`src/rtl/gadget_decompose_pkg.sv`:
```
// Shared definitions for the signed gadget decomposer.
//   - default widths / level count
//   - FSM state encoding (IDLE, ROUND, EXTRACT, DONE)
//   - bglog_valid(): a base is usable when BgLog >= 1 and all L digits
//     fit inside the coefficient word (L*BgLog <= DATA_WIDTH).
package gadget_decompose_pkg;

  localparam int DEF_DATA_WIDTH = 32;
  localparam int DEF_N_WIDTH    = 5;
  localparam int DEF_L          = 3;

  typedef enum logic [1:0] {
    ST_IDLE    = 2'd0,
    ST_ROUND   = 2'd1,
    ST_EXTRACT = 2'd2,
    ST_DONE    = 2'd3
  } state_t;

  function automatic logic bglog_valid(input int unsigned bglog,
                                       input int unsigned data_width,
                                       input int unsigned levels);
    return (bglog >= 1) && ((levels * bglog) <= data_width);
  endfunction

endpackage

```
`src/rtl/gadget_decompose_digit_step.sv`:
```
// Combinational single-level digit extraction for the gadget decomposer.
// Ports:
//   acc       : current accumulator; only the low BgLog bits are used
//   carry_in  : carry from the previous (less significant) level
//   bglog     : log2 of the base Bg (runtime)
//   digit     : balanced signed digit in [-2^(BgLog-1), 2^(BgLog-1)-1],
//               sign-extended to DATA_WIDTH
//   carry_out : 1 when the digit was folded into the negative half
module gadget_digit_step #(
  parameter int DATA_WIDTH = 32,
  parameter int n_WIDTH    = 5
) (
  input  logic [DATA_WIDTH-1:0]        acc,
  input  logic                         carry_in,
  input  logic [n_WIDTH-1:0]           bglog,
  output logic signed [DATA_WIDTH-1:0] digit,
  output logic                         carry_out
);

  // One extra bit so that (mask + carry) == 2^BgLog is representable.
  localparam int EW = DATA_WIDTH + 1;

  logic [EW-1:0] full;
  logic [EW-1:0] mask;
  logic [EW-1:0] half;
  logic [EW-1:0] d;
  logic [EW-1:0] folded;

  always_comb begin
    full      = EW'(1) << bglog;
    mask      = full - EW'(1);
    half      = full >> 1;
    d         = ({1'b0, acc} & mask) + EW'(carry_in);
    // Two's-complement wrap of d - 2^BgLog gives the sign-extended negative digit;
    // d == 2^BgLog (carry path only) maps to 0 with carry out.
    folded    = d - full;
    carry_out = 1'b0;
    digit     = $signed(d[DATA_WIDTH-1:0]);
    if (d >= half) begin
      carry_out = 1'b1;
      digit     = $signed(folded[DATA_WIDTH-1:0]);
    end
  end

endmodule

```
`src/rtl/gadget_decompose.sv`:
```
// Sequential signed gadget decomposer.
// Takes a torus coefficient A and base log BgLog, and produces balanced
// digits Dig0 (MSB level) .. Dig2 (LSB level) such that
//   sum Dig_i * 2^(DATA_WIDTH-(i+1)*BgLog) ~= A  mod 2^DATA_WIDTH.
// Ports:
//   clk, rst   : clock (rising edge), asynchronous active-low reset
//   start      : request, sampled only while ready
//   A, BgLog   : operands, latched with start
//   Dig0..Dig2 : signed digits, held until overwritten by the next request
//   ready      : high in IDLE
//   done       : one-cycle completion pulse
//   err        : last request had an unusable BgLog (digits forced to 0)
module gadget_decompose
  import gadget_decompose_pkg::*;
#(
  parameter int DATA_WIDTH = DEF_DATA_WIDTH,
  parameter int n_WIDTH    = DEF_N_WIDTH,
  parameter int L          = DEF_L
) (
  input  logic                         clk,
  input  logic                         rst,
  input  logic                         start,
  input  logic [DATA_WIDTH-1:0]        A,
  input  logic [n_WIDTH-1:0]           BgLog,
  output logic signed [DATA_WIDTH-1:0] Dig0,
  output logic signed [DATA_WIDTH-1:0] Dig1,
  output logic signed [DATA_WIDTH-1:0] Dig2,
  output logic                         ready,
  output logic                         done,
  output logic                         err
);

  localparam int LVL_W = (L > 1) ? $clog2(L) : 1;

  state_t                         state_q, state_d;
  logic [DATA_WIDTH-1:0]          a_q;
  logic [n_WIDTH-1:0]             bglog_q;
  logic [DATA_WIDTH-1:0]          acc_q;
  logic                           carry_q;
  logic [LVL_W-1:0]               level_q;
  logic                           start_valid;
  logic [31:0]                    shift_amt;
  logic signed [DATA_WIDTH-1:0]   step_digit;
  logic                           step_carry;

  // Round-to-nearest then drop the bits below the last digit level.
  // The add wraps modulo 2^DATA_WIDTH, which is the intended torus wrap.
  function automatic logic [DATA_WIDTH-1:0] round_shift(input logic [DATA_WIDTH-1:0] a,
                                                        input logic [31:0]           sh);
    logic [DATA_WIDTH-1:0] half;
    half = '0;
    if (sh == 32'd0) return a;
    half = DATA_WIDTH'(1) << (sh - 32'd1);
    return (a + half) >> sh;
  endfunction

  assign start_valid = bglog_valid(32'(BgLog), DATA_WIDTH, L);
  assign shift_amt   = 32'(DATA_WIDTH) - 32'(L) * 32'(bglog_q);
  assign ready       = (state_q == ST_IDLE);
  assign done        = (state_q == ST_DONE);

  gadget_digit_step #(
    .DATA_WIDTH (DATA_WIDTH),
    .n_WIDTH    (n_WIDTH)
  ) u_step (
    .acc       (acc_q),
    .carry_in  (carry_q),
    .bglog     (bglog_q),
    .digit     (step_digit),
    .carry_out (step_carry)
  );

  always_ff @(posedge clk or negedge rst) begin
    if (!rst) state_q <= ST_IDLE;
    else      state_q <= state_d;
  end

  always_comb begin
    state_d = state_q;
    case (state_q)
      ST_IDLE:    if (start) state_d = start_valid ? ST_ROUND : ST_DONE;
      ST_ROUND:   state_d = ST_EXTRACT;
      ST_EXTRACT: if (level_q == '0) state_d = ST_DONE;
      ST_DONE:    state_d = ST_IDLE;
      default:    state_d = ST_IDLE;
    endcase
  end

  always_ff @(posedge clk or negedge rst) begin
    if (!rst) begin
      a_q     <= '0;
      bglog_q <= '0;
      acc_q   <= '0;
      carry_q <= 1'b0;
      level_q <= '0;
      Dig0    <= '0;
      Dig1    <= '0;
      Dig2    <= '0;
      err     <= 1'b0;
    end else begin
      case (state_q)
        // capture request; a bad base completes immediately with zero digits
        ST_IDLE: begin
          if (start) begin
            a_q     <= A;
            bglog_q <= BgLog;
            if (start_valid) begin
              err <= 1'b0;
            end else begin
              err  <= 1'b1;
              Dig0 <= '0;
              Dig1 <= '0;
              Dig2 <= '0;
            end
          end
        end
        // round into the digit window
        ST_ROUND: begin
          acc_q   <= round_shift(a_q, shift_amt);
          carry_q <= 1'b0;
          level_q <= LVL_W'(L - 1);
        end
        // one digit per cycle, least significant level first
        ST_EXTRACT: begin
          if (level_q == '0)                Dig0 <= step_digit;
          else if (level_q == LVL_W'(1))    Dig1 <= step_digit;
          else                              Dig2 <= step_digit;
          acc_q   <= acc_q >> bglog_q;
          carry_q <= step_carry;
          level_q <= level_q - LVL_W'(1);
        end
        default: ;
      endcase
    end
  end

endmodule

```
`config.mk`:
```
export PLATFORM = sky130hd
export DESIGN_NAME = gadget_decompose
export DESIGN_NICKNAME = d
export VERILOG_FILES = /design/src/rtl/gadget_decompose_pkg.sv /design/src/rtl/gadget_decompose_digit_step.sv /design/src/rtl/gadget_decompose.sv
export SDC_FILE = /design/constraint.sdc
export NUM_CORES = 1
export LEC_CHECK = 0
export BUFFER_PORTS_ARGS = -buffer_cell sky130_fd_sc_hd__clkbuf_2
export CAP_MARGIN = 5
export CORE_ASPECT_RATIO = 1.25
export CORE_MARGIN = 2
export CORE_UTILIZATION = 30
export CTS_CLUSTER_SIZE = 24
export DETAILED_ROUTE_END_ITERATION = 8
export GPL_TIMING_DRIVEN = 0
export PLACE_DENSITY = 0.51
export SLEW_MARGIN = 15
export SYNTH_ARGS = -nofsm -noshare
export SYNTH_HDL_FRONTEND = slang
export SYNTH_SLANG_ARGS = --single-unit
```
`constraint.sdc`:
```
create_clock -name clk -period 7.1 [get_ports clk]
set_clock_uncertainty 0.15 [all_clocks]
set_input_delay 1.42 -clock clk [delete_from_list [all_inputs] [get_ports clk]]
set_output_delay 1.42 -clock clk [all_outputs]
set_load 0.005 [all_outputs]
```
# ---- Word level (Yosys, flattened, before mapping)
# Cells that the tools add are included.
dict set report classes {
  addsub 7
  mul 2
  n_lt_le_gt_ge 3
  n_eq_ne 10
  shift 4
  n_mux 24
  bitwise 1
  reduce_logical 11
}
# op n
set op_table {}
lappend op_table {{$mux 32} 10}
lappend op_table {{$pmux 32 s2} 4}
lappend op_table {{$add 33x1->33} 1}
lappend op_table {{$and 32x33->33} 1}
lappend op_table {{$ge 33x32->1} 1}
lappend op_table {{$shl 1x5->33 const A} 1}
lappend op_table {{$sub 33x1->33 const B} 1}
lappend op_table {{$add 32x32->32} 1}
lappend op_table {{$logic_not 32->1} 1}
lappend op_table {{$shl 1x32->32 const A} 1}
lappend op_table {{$shr 32x32->32} 1}
lappend op_table {{$shr 32x5->32} 1}
lappend op_table {{$sub 32x32->32} 1}
lappend op_table {{$mul 2x5->7 const A} 2}
lappend op_table {{$ne 2x2->1 const B} 6}
lappend op_table {{$reduce_and 5->1} 2}
lappend op_table {{$sub 8x2->9 const B} 1}
lappend op_table {{$pmux 2 s4} 1}
lappend op_table {{$sub 6x7->8 const A} 1}
lappend op_table {{$le 7x6->1 const B} 1}
lappend op_table {{$mux 2} 3}
lappend op_table {{$ge 5x1->1 const B} 1}
lappend op_table {{$eq 2x1->1 const B} 2}
lappend op_table {{$eq 2x2->1 const B} 2}
lappend op_table {{other kinds (9)} 15}
dict set report word_totals {
  regBits 171
  in_bits 40
  out_inout_bits 99
  elab_cells 72
}

# ---- Longest topological paths before layout
# Gate-level depths: netlist of the first run.
dict set report depth {
  ltp_word 9
  mapped_depth 33
  mapped_depth_nobuf 24
}

# ---- Hierarchy
# From an unflattened synthesis of the first run, not the netlist that was laid out.
dict set report hier_totals {
  cells_unflattened 2331
  hier_area_um2 17885.9
}
# mod n_inst cells_per_inst area_per_inst_um2 seq_area_each_um2
set by_module_without_submodules {}
lappend by_module_without_submodules {gadget_decompose 1 1729 13795.7 4279.1}
lappend by_module_without_submodules {gadget_digit_step 1 602 4090.2 0.0}

# ---- Worst setup path after synthesis of the first run
# Ideal clock, no wire load.
dict set report synth_timing {
  path_kind {register -> register}
  startpoint {register bglog_q[2]}
  endpoint {register acc_q[2]}
  setup_time_ns 0.140
  arrival_ns 7.423
  required_ns 6.810
  setup_slack_ns -0.613
  path_stages_with_launch 31
  n_path_buf 8
  synth_period_minus_slack_ns 7.713
  path_cell_list {dfrtp_1 -> buf_6 -> buf_6 -> inv_1 -> buf_1 -> buf_1 -> clkbuf_1 -> ha_1 -> ha_1 -> clkbuf_1 -> a211oi_1 -> nor2_1 -> xnor2_1 -> clkbuf_1 -> o22ai_1 -> a32oi_1 -> nor2_1 -> a41oi_1 -> nor2_1 -> ha_1 -> clkbuf_1 -> o211a_1 -> a2111oi_0 -> or4b_1 -> a2111oi_0 -> o21a_1 -> nor2_1 -> a221oi_1 -> a21oi_1 -> a2111oi_0 -> o32ai_1}
}
dict set report synth_between {
  elab_chain_cells 8
  word_cells_on_any_way 12
  cone_classes {add/sub (3); mul (1); shift (3); mux (4); reduce/logical (1)}
}
# item line_no
set synth_lines {}
lappend synth_lines {{start, declared} gadget_decompose.sv:37} ;# logic [n_WIDTH-1:0] bglog_q;
lappend synth_lines {{start signal, assigned} gadget_decompose.sv:106} ;# bglog_q <= BgLog;
lappend synth_lines {{$mul 2x5->7} gadget_decompose.sv:58} ;# assign shift_amt = 32'(DATA_WIDTH) - 32'(L) * 32'(bglog_q);
lappend synth_lines {{$sub 6x7->8} gadget_decompose.sv:58}
lappend synth_lines {{$sub 8x2->9} gadget_decompose.sv:53} ;# half = DATA_WIDTH'(1) << (sh - 32'd1);
lappend synth_lines {{$shl 1x32->32} gadget_decompose.sv:53}
lappend synth_lines {{$add 32x32->32} gadget_decompose.sv:54} ;# return (a + half) >> sh;
lappend synth_lines {{$shr 32x32->32} gadget_decompose.sv:54}
lappend synth_lines {{$mux 32} gadget_decompose.sv:53}
lappend synth_lines {{$pmux 32 s2 *} gadget_decompose.sv:101} ;# case (state_q)
lappend synth_lines {{end signal, assigned} gadget_decompose.sv:119} ;# acc_q <= round_shift(a_q, shift_amt);
lappend synth_lines {{end signal, assigned} gadget_decompose.sv:128} ;# acc_q <= acc_q >> bglog_q;
lappend synth_lines {{end, declared} gadget_decompose.sv:38} ;# logic [DATA_WIDTH-1:0] acc_q;
# Every way passes the cells marked *; elsewhere a longest branch is shown, timed or not. The select of a mux whose other input is x is not followed.
# A chain may end at the register's enable or synchronous reset.

# ---- Worst setup path in the final report of the first run
dict set report layout_timing {
  startpoint {register bglog_q[2]}
  endpoint {register acc_q[5]}
}
# The elaborated chain is that of the path after synthesis.

==> flow_summary.toml, run 1 <==
[worst_setup_path]
slowest_stage = "nor4_4"
endpoint_kind = "flip-flop"
cpPeakStageDelay_ps = 400
required_ps = 7310
arrival_ps = 7130
cp_max_fo = 20
path_class = "reg -> reg"
cp_top_family = "simple AND/OR/NAND/NOR gates"
startpoint_type = "flip-flop"
path_buf_inv = 7

[floorplan]
die_h_um = 279
die_x_um = 224
start_util_pct = 30.4
core_um2 = 59700
rows = 100
dieArea_um2 = 62400
io_pins = 139

[placement]
gp_congestion = 1.06
dp_slack_ps = -2980
dpl.hpwl_um = 69400
dp_cells = 3179
dpl_cell_area_um2 = 19900
port_buffers = 138

[finish]
finalNetCount = 2664
layout_commonest_cell = "nand2_1"
diodes = 0
most-common-layout-cells = "nand2_1 (273), nor2_1 (175), dfrtp_1 (170), o21ai_0 (144), clkbuf_2 (143)"
layout-drive-gt1-share_pct = 24.2
area_growth_pct = 24.4
instances_no_fill = 3276
stdcell_area_um2 = 22600

[clock_tree]
clockRootBuffer = "clkbuf_16"
cts_buffers = 17
cts_htree_levels = 4
cts.clk_slew.worst_paths_ps = 80
clock_latency_ps = 480
cts_hold_buf = 0
cts_sinks = 171
cts_tree = "built"
cts_buffer_depth = 2

[logic_synthesis]
synth_warnings = 0
syn_inst = 2273
synth.avg_cell_area_um2 = 7.98
ys.flop_type = "dfrtp_1"
syn_nets = 2439
synth_area_leaders = "dfrtp_1 (24%), ha_1 (8.5%), nand2_1 (5.9%)"
netlist_area_um2 = 18100
synth_seq_cells = 171
yosys.area.top_type = "dfrtp_1"
ys_types = 93
synthArstFlopShare_pct = 100
synth_edf_count = 0
seq_area_frac_synth_pct = 23.6
synth_top_area_share_pct = 23.6

[grt]
grt_pass1_vias = 20000
overflow = 0
grt_usage_pct = 27.3
grt_first_pass_wirelength_um = 128000
grt_max_degree = 76
antenna_found_initial = 0

[sta]
slew_viol_final = 0
relSlewSlack_pct = 16.9
fin_ws_ps = 174
hold_viol = 0
fmax_mhz = 144
fin_crit_sh_pct = 97.6
tightestPinTransition_ps = 1240
rsz0062_at_grt = "true"
period_minus_slack_ps = 6930
setup_violations = 0

[routing]
dr.pass1.iters = 6
route.detailed.drc = 0
viasPerCell = 6.01
wire_per_inst_um = 26.3
drt_iter0_drc = 1452
wl_um = 86100
routed-via-count = 19700
ant_nets = 0

[worst_hold_path]
hp-class = "reg -> reg"

[status]
outcome = "finished, final reports clean"

[job]
max-cap-violations = 0
## worst paths after layout
path | startpoint | end | slack [ps] | cells after the start
setup / recovery | bglog_q[2] | acc_q[5] | 170 | 28
hold / removal | Dig0[14] | Dig0[14] | 330 | 2
setup reg to reg | bglog_q[2] | acc_q[5] | 170 | 28
hold reg to reg | Dig0[14] | Dig0[14] | 330 | 2
max in group asynchronous | rst | a_q[20] | 5070 | 3
min in group asynchronous | rst | Dig0[19] | 660 | 1
## synthesized netlist by cell type (all sizes together), types with 18 or more instances
cell and n:
a31oi 34, nand2 286, inv 55, nor2b 26, mux4 19, and3 32
or3 22, buf 43, nand4 32, nand2b 18, o21ai 182, a22o 35
nor3 54, nand3 61, a211oi 42, ha 123, o22ai 25, clkbuf 103
nor2 189, a21oi 141, xnor2 48, a21o 31, mux2i 49, o21a 22
xor2 38, o211ai 39, dfrtp 171, mux2 67
## what timing repair did
action | CTS | global route
endpoints found under the hold margin | 0 | 0
gates cloned | 1 | 0
setup endpoints to repair | 129 | 128
resized for setup | 213 | 156
setup buffers | 48 | 35
pin swaps | 28 | 41
## metal layers
layer	vias up	GRT usage, %	routed length, um	share of wire [%]
met5	-	0	0	0
met4	0	21.4	7890	9.2
met3	326	3.62	3680	4.3
met2	809	50.0	43900	51
met1	9551	28.0	30700	36
li1	9014	-	-	-
## kinds of logic after synthesis
kind of cell | share of synthesized area (%)
compound gates | 27.7
buf+inv | 4.61
simple gates | 21.7
xor+xnor | 4.15
fa+ha+maj | 8.82
flops | 23.6
mux | 9.47
## per-stage QoR
stage,TNS (ps),hold WS [ps],util [%]
after floorplan,-43.8,311,-
after global placement,-335340,312,33.2
after detailed placement,-325320,320,33.3
after CTS,0,336,36.3
after global routing,-874,355,37.8
final,0,327,37.8
## registers in the layout, summed over array words and instances (netlist names)
register	cells
Dig0	32
level_q	2
Dig2	32
state_q	2
bglog_q	5
Dig1	32
err	1
acc_q	32
a_q	32
carry_q	1
## area by class of cell
| cell class | count | area [um^2] |
|---|---|---|
| Buffer | 128 | 825 |
| Clock buffer | 18 | 429 |
| Clock inverter | 14 | 153 |
| Fill cell | 6172 | 37100 |
| Inverter | 55 | 224 |
| Multi-Input combinational cell | 1901 | 14300 |
| Sequential cell | 171 | 4280 |
| Tap cell | 765 | 957 |
| Timing Repair Buffer | 224 | 1430 |
## worst reg2reg max path: cells and delay by family, from the launching register on
family	cells	cell delay, ps
xor+xnor	2	420
mux	1	270
flops	1	390
simple gates	10	2010
fa+ha+maj	3	910
buf+inv	7	1200
compound gates	5	1420
Power of run 1 is not shown: default switching activity piles up to over one toggle a cycle in this logic, so the estimate is an artifact.
==> run 2: changes to the inputs <==
Settings changed: CORE_MARGIN 2 to 3.
==> run 2 against run 1 <==
  * Final area down 0.90%
  * Critical path depth up 1
  * Core utilization down 0.34 points
  * Routed wire length down 1.6%
  * Critical path type unchanged
  * Largest cell class unchanged
==> flow_summary.toml, run 2 (synthesized netlist as in run 1, its figures left out) <==
[clock_tree]
cts_buffer_depth = 2
cts_tree = "built"
cts_buffers = 17
cts_hold_buf = 0
cts.clk_slew.worst_paths_ps = 80
cts_sinks = 171
clockRootBuffer = "clkbuf_16"
clock_latency_ps = 490
cts_htree_levels = 4

[grt]
antenna_found_initial = 0
grt_pass1_vias = 19600
grt_max_degree = 87
grt_usage_pct = 25.8
grt_first_pass_wirelength_um = 124000
overflow = 0

[floorplan]
dieArea_um2 = 63500
start_util_pct = 30.4
core_um2 = 59700
rows = 100
io_pins = 139
die_x_um = 226
die_h_um = 281

[job]
max-cap-violations = 0

[finish]
area_growth_pct = 23.3
layout-drive-gt1-share_pct = 23.1
finalNetCount = 2655
diodes = 0
seqCellArea_um2 = 4280
most-common-layout-cells = "nand2_1 (274), nor2_1 (174), dfrtp_1 (170), o21ai_0 (147), clkbuf_2 (142)"
instances_no_fill = 3267
multiInputGateArea_um2 = 14200
layout_commonest_cell = "nand2_1"
n_fill_cell = 6149

[placement]
gp_congestion = 1.03
dp_cells = 3178
port_buffers = 138
dpl.hpwl_um = 67800

[routing]
routed-via-count = 19700
highest_layer = "met4"
route.detailed.drc = 0
viasPerCell = 6.03
dr.pass1.iters = 7
met1_length_um = 30100
ant_nets = 0
wl_um = 84700
dr_wl_met3_um = 4030
wl_met2_um = 43200
drt_iter0_drc = 1700
wire_per_inst_um = 25.9

[worst_hold_path]
hp-class = "reg -> reg"
min_path_cells = 2
hp-start = "Dig1[6]"
worstHoldEndpoint = "Dig1[6]"

[status]
outcome = "finished, final reports clean"

[sta]
fin_crit_sh_pct = 97.8
setup_violations = 0
rsz0062_at_grt = "true"
relSlewSlack_pct = 17.1
setup_tns_ps = 0
tightestPinTransition_ps = 1230
hold_slack_ps = 330
slew_viol_final = 0
period_minus_slack_ps = 6940
hold_viol = 0
fmax_mhz = 144

[worst_setup_path]
cp_max_fo = 19
cp_top_family = "compound AO/OA/AOI/OAI gates"
timing.rr.end = "acc_q[5]"
path_buf_inv = 9
cp_common_cell = "buf_6"
required_ps = 7320
slowest_stage = "dfrtp_1"
startpoint_type = "flip-flop"
r2r_start = "bglog_q[2]"
cpPeakStageDelay_ps = 400
endpoint_kind = "flip-flop"
path_class = "reg -> reg"
rrSetupSlack_ps = 160
rr_worst_depth = 29
arrival_ps = 7160
run 2: cell types whose count changed in the layout (fill, tap and decap cells not counted), moves of 3 or more:
cell / change
buf_12: +3
clkbuf_4: -6
nor3_1: +4
nor3_2: -4
buf_6: -4
buf_8: -6
mux2i_1: +5
clkbuf_8: +3
mux2i_2: -6
o21ai_0: +3
buf_2: +4
run 2: how the worst max path moves through the flow:
stage | startpoint | end | depth (start not counted) | slack, ps
finish | bglog_q[2] | acc_q[5] | 29 | 160
global route | bglog_q[3] | Dig1[9] | 30 | -50
CTS | bglog_q[2] | acc_q[10] | 28 | 2
detailed placement | bglog_q[2] | acc_q[0] | 29 | -2980
global placement | bglog_q[2] | acc_q[0] | 26 | -3510
floorplan | bglog_q[2] | acc_q[2] | 30 | -40
run 2: worst min-delay path, stage by stage, from the launching register on:
cell	delay (ps)
dfrtp_1	340
nand2_1	50
o21ai_0	60
run 2: what timing repair did:
item,in CTS,in global routing
endpoints found under the setup margin,129,129
resized for setup,193,127
cloned,0,2
pin swaps,27,41
setup buffers,36,38
run 2: through the flow:
stage	utilization (%)	worst slack, ps	area (um^2)
after floorplan	-	-43.8	18200
after global placement	33.2	-3510	19800
after detailed placement	33.3	-2980	19900
after CTS	36.0	2.12	21500
after global routing	37.5	-50.7	22400
final	37.5	159	22400
run 2: final cells by class:
class	instances	area share, %
Multi-Input combinational cell	1901	63.4
Sequential cell	171	19.1
Timing Repair Buffer	216	6.10
Tap cell	765	4.28
Buffer	127	3.46
Clock buffer	18	1.96
Inverter	55	0.991
Clock inverter	14	0.644
run 2: routing by layer:
metal  track usage (%)  vias up
met5                 0        -
met4              19.4        0
met3              3.36      323
met2              47.2      820
met1              26.9     9582
li1                  -     8982
Power of run 2 is left out for the same reason.
